## src/rtl/gray_decode_arbiter.sv

```systemverilog
// gray_decode_arbiter: round-robin arbiter sharing one Gray-to-binary
// decoder among N requesters, feeding a single-entry valid/ready slot.
//
// Ports:
//   clk        rising-edge clock
//   rst        synchronous active-high reset
//   req_valid  per-requester request valid            [N]
//   req_gray   packed Gray words, req i at [i*W +: W]  [N*W]
//   req_ready  one-hot grant/accept                    [N]
//   out_valid  output slot holds a decoded result
//   out_bin    decoded binary word                     [W]
//   out_id     requester that produced out_bin         [IDW]
//   out_ready  consumer accepts the output slot
//   xfer_cnt   accepted requests since reset           [CW]
module gray_decode_arbiter #(
   parameter int N   = 4,
   parameter int W   = 4,
   parameter int IDW = 2,
   parameter int CW  = 16
) (
   input  logic           clk,
   input  logic           rst,
   input  logic [N-1:0]   req_valid,
   input  logic [N*W-1:0] req_gray,
   output logic [N-1:0]   req_ready,
   output logic           out_valid,
   output logic [W-1:0]   out_bin,
   output logic [IDW-1:0] out_id,
   input  logic           out_ready,
   output logic [CW-1:0]  xfer_cnt
);

   logic           r_valid;
   logic [W-1:0]   r_bin;
   logic [IDW-1:0] r_id;
   logic [IDW-1:0] r_ptr;
   logic [CW-1:0]  r_cnt;

   logic           w_free;
   logic           w_found;
   logic           w_xfer;
   logic [N-1:0]   w_grant;
   logic [IDW-1:0] w_idx;
   logic [IDW-1:0] w_next;
   logic [W-1:0]   w_gray;
   int             w_pos;

   function automatic logic [W-1:0] gray2bin(input logic [W-1:0] g);
      logic [W-1:0] b;
      b[W-1] = g[W-1];
      for (int k = W - 2; k >= 0; k--) begin
         b[k] = b[k+1] ^ g[k];
      end
      return b;
   endfunction

   // Slot can take a new result if empty or being drained this cycle.
   assign w_free = !r_valid || out_ready;

   // Search starts at r_ptr and wraps; first valid requester wins.
   always_comb begin
      w_grant = '0;
      w_idx   = '0;
      w_found = 1'b0;
      w_pos   = 0;
      for (int k = 0; k < N; k++) begin
         w_pos = int'(r_ptr) + k;
         if (w_pos >= N) begin
            w_pos = w_pos - N;
         end
         if (!w_found && req_valid[w_pos]) begin
            w_found        = 1'b1;
            w_idx          = IDW'(w_pos);
            w_grant[w_pos] = 1'b1;
         end
      end
   end

   // Reset cancels any grant in the same cycle.
   assign req_ready = (w_free && !rst) ? w_grant : '0;
   assign w_xfer    = |req_ready;
   assign w_gray    = req_gray[int'(w_idx)*W +: W];
   assign w_next    = (w_idx == IDW'(N - 1)) ? '0 : w_idx + 1'b1;

   always_ff @(posedge clk) begin
      if (rst) begin
         r_valid <= 1'b0;
         r_bin   <= '0;
         r_id    <= '0;
         r_ptr   <= '0;
         r_cnt   <= '0;
      end else if (w_xfer) begin
         r_valid <= 1'b1;
         r_bin   <= gray2bin(w_gray);
         r_id    <= w_idx;
         r_ptr   <= w_next;
         r_cnt   <= r_cnt + 1'b1;
      end else if (out_ready) begin
         // Drain keeps the last data, only clears valid.
         r_valid <= 1'b0;
      end
   end

   assign out_valid = r_valid;
   assign out_bin   = r_bin;
   assign out_id    = r_id;
   assign xfer_cnt  = r_cnt;

endmodule
```

## config.mk

```make
export PLATFORM = sky130hd
export DESIGN_NAME = gray_decode_arbiter
export DESIGN_NICKNAME = d
export VERILOG_FILES = /design/src/rtl/gray_decode_arbiter.sv
export SDC_FILE = /design/constraint.sdc
export NUM_CORES = 1
export LEC_CHECK = 0
export ABC_AREA = 1
export CORE_MARGIN = 1
export CORE_UTILIZATION = 53
export DETAILED_ROUTE_END_ITERATION = 10
export HOLD_SLACK_MARGIN = 0.1
export PLACE_DENSITY_LB_ADDON = 0.15
export SLEW_MARGIN = 10
export SYNTH_ARGS = -nofsm -noshare
export SYNTH_HDL_FRONTEND = slang
export SYNTH_SLANG_ARGS = --single-unit
```

## constraint.sdc

```tcl
create_clock -name clk -period 4 [get_ports clk]
set_input_delay 0.8 -clock clk [delete_from_list [all_inputs] [get_ports clk]]
set_output_delay 0.8 -clock clk [all_outputs]
set_load 0.01 [all_outputs]
```

==> impl_metrics.ini <==
[worst_setup_path]
reg2regPathDepth = 18
startpoint_type = flop
worstSetupEndpointType = output pin
r2r_end = out_bin[0]$_SDFFE_PP0P_
worst-setup-path-type = flop to output pin
required_ns = 3.20
r2r_start = r_ptr[1]$_SDFFE_PP0P_
critPathMaxFanout = 7
rrSetupSlack_ns = 0.90
arrival_ns = 2.85

[timing]
finalWorstSetupSlack_ns = 0.352
setup_viol = 0
finalSetupTns_ns = 0
hold_viol_final = 0
finalCritPeriodShare_pct = 91.2
relSlewSlack_pct = 61.3
fmax_mhz = 274
clock_skew_ns = 0.00743
min_period_ns = 3.65
timing.hold.ws_ns = 0.504
finalMaxSlewViolations = 0
grt_setup_unrepaired = false
worst_slew_pin_slew_ns = 0.578

[floorplan]
die-area_um2 = 3840
core.rowCount = 21
pin_count = 50
die_h_um = 62.0
initial_core_util_pct = 56.2
core_area_um2 = 3390
dieWidth_um = 62.0

[min_path]
whs_endpoint = xfer_cnt[15]$_SDFFE_PP0P_
hp-class = flop to flop
hold_start = xfer_cnt[15]$_SDFFE_PP0P_
hold_depth = 2

[cts]
htreeDepth = 1
cts_made_buffers = 3
holdBufCountCts = 0
cts_tree = yes
clock_sinks = 25
root_buffer = clkbuf_4
cts_setup_buffers = 0
cts_max_path_buffers = 2
clkTransAtPathRegs_ns = 0.14
post_cts_resized = 0
insertion_delay_ns = 0.33

[logic_synthesis]
netlist_area_um2 = 1910
synth_fp_nets = 316
syn_avg_cell_area_um2 = 6.64
yosys_register_bits = 25
synth_seq_area_share_pct = 26.3
synth_compound_area_share_pct = 12.3
synth_top_family_by_area = simple AND/OR/NAND/NOR gates
ys_top_cells_by_count = 75 x nand2_1, 33 x nand3_1, 30 x inv_1, 25 x dfxtp_1, 17 x a21oi_1
yosysMostFrequentCell = nand2_1
synth_mux_area_share_pct = 0
yosys.area.top_type = dfxtp_1
syn_inst = 287
synthArstFlopShare_pct = 0
synthTopCellsByArea = dfxtp_1 26%, nand2_1 15%, nand3_1 8.7%, inv_1 5.9%, a21oi_1 4.5%
ys_warn_count = 0
ys_types = 34
yosysTopAreaCellShare_pct = 26.3
synth-simple-area-share_pct = 43.1
ys.flop_type = dfxtp_1
synth_edf_count = 0
synth_fa_ha_area_share_pct = 3.94
synthXorXnorAreaFrac_pct = 3.22

[global_routing]
grt_pass1_wl_mm = 7.06
grt-ovfl-total = 0
antenna_found_initial = 0
grt_max_degree = 16
groute.usage.overall_pct = 24.4
first_global_vias = 1715

[drt]
first_pass_iters = 4
via_per_inst = 5.20
ant_nets = 0
drtIter0Drc = 125
drc = 0
drt-total-wl_mm = 4.34
wire_per_inst_um = 11.3
vias = 1990

[cells_and_area]
multi_input_area_um2 = 1190
ff_latch_area_um2 = 500
syn2layout_area_growth_pct = 28.5
fillerInstances = 282
nets = 367
drive_gt1_share_pct = 11.3
diodes = 0

[pwr]
powerDensity_nw_per_um2 = 628
p_leak_nw = 1.04
ir_drop_mv = 0.345

[placed_design]
hpwl_mm = 3.38
gp_congestion = 0.860
place_ws_ns = 0.447
port_buffers = 49

[run]
cap_violations = 0

[status]
status = finished clean
[metal layers]
layer	GRT usage, %	up-vias	part of all wire, %
li1	-	1057	-
met1	31.0	869	47
met2	41.8	60	47
met3	3.73	4	5.3
met4	8.57	0	0.62
met5	0	-	0
[cell usage in the layout (no fill, tap or decap), types with 4 or more instances in the layout]
master	count
nand2_1	75
clkdlybuf4s50_1	49
nand3_1	33
inv_1	30
dfxtp_1	25
a21oi_1	17
nor2_1	16
o21ai_0	14
nand2_2	11
nand4_1	6
ha_1	6
nand3_2	5
nor4_1	5
inv_2	4
a22oi_1	4
xnor2_1	4
buf_4	4
[flip-flops by register name (all words and copies together), names as in the netlist]
register,cells
out_bin,4
r_ptr,2
out_valid,1
out_id,2
xfer_cnt,16
[critical path, cell delays in order, from the launching register on]
cell and delay, ns:
dfxtp_1 0.52, inv_2 0.14, ha_1 0.38, inv_1 0.13, nand3_2 0.10, nand2_4 0.11
inv_4 0.05, nor2_8 0.12, nand2_2 0.09, inv_2 0.08, nand3_1 0.07, nand3_1 0.07
nand2_1 0.06, inv_1 0.07, clkdlybuf4s50_1 0.52
[cell families (layout without fill, tap and decap cells)]
| kind of cell | count (synthesis) | in the layout |
|---|---|---|
| flops | 25 | 25 |
| compound gates | 42 | 42 |
| xor+xnor | 7 | 7 |
| simple gates | 163 | 163 |
| buf+inv | 44 | 94 |
| fa+ha+maj | 6 | 6 |
[worst max path at each step]
stage / startpoint / endpoint / slack (ns) / cells past startpoint
floorplan: r_ptr[0]$_SDFFE_PP0P_ / req_ready[3] / 1.45 / 14
global placement: req_valid[3] / req_ready[3] / 0.52 / 13
detailed placement: req_valid[3] / req_ready[2] / 0.45 / 13
CTS: r_ptr[1]$_SDFFE_PP0P_ / req_ready[2] / 0.33 / 14
global route: r_ptr[1]$_SDFFE_PP0P_ / req_ready[2] / 0.13 / 14
finish: r_ptr[1]$_SDFFE_PP0P_ / req_ready[2] / 0.35 / 14
[power by group]
group	switching, mW	internal (mW)	leakage (nW)
clock network	0.0785	0.0383	0.0139
registers	0.0368	0.293	0.204
logic	0.690	0.401	0.820
[stage by stage]
stage | cell area [um^2] | total power [mW] | utilization (%) | instances
after floorplan | 1910 | 1.21 | - | 287
after CTS | 2450 | 1.54 | 72.2 | 383
after detailed placement | 2420 | 1.42 | 71.4 | 379
final | 2450 | 1.54 | 72.2 | 383
after global placement | 2420 | 1.40 | 71.4 | 379
after global routing | 2450 | 1.70 | 72.2 | 383
[layout make-up]
type / instances / area share [%]
Clock buffer: 3 / 0.920
Clock inverter: 1 / 0.307
Inverter: 37 / 6.08
Multi-Input combinational cell: 218 / 48.6
Sequential cell: 25 / 20.4
Tap cell: 46 / 2.35
Timing Repair Buffer: 53 / 21.3
Note: power is estimated with default switching activity, not from simulation.
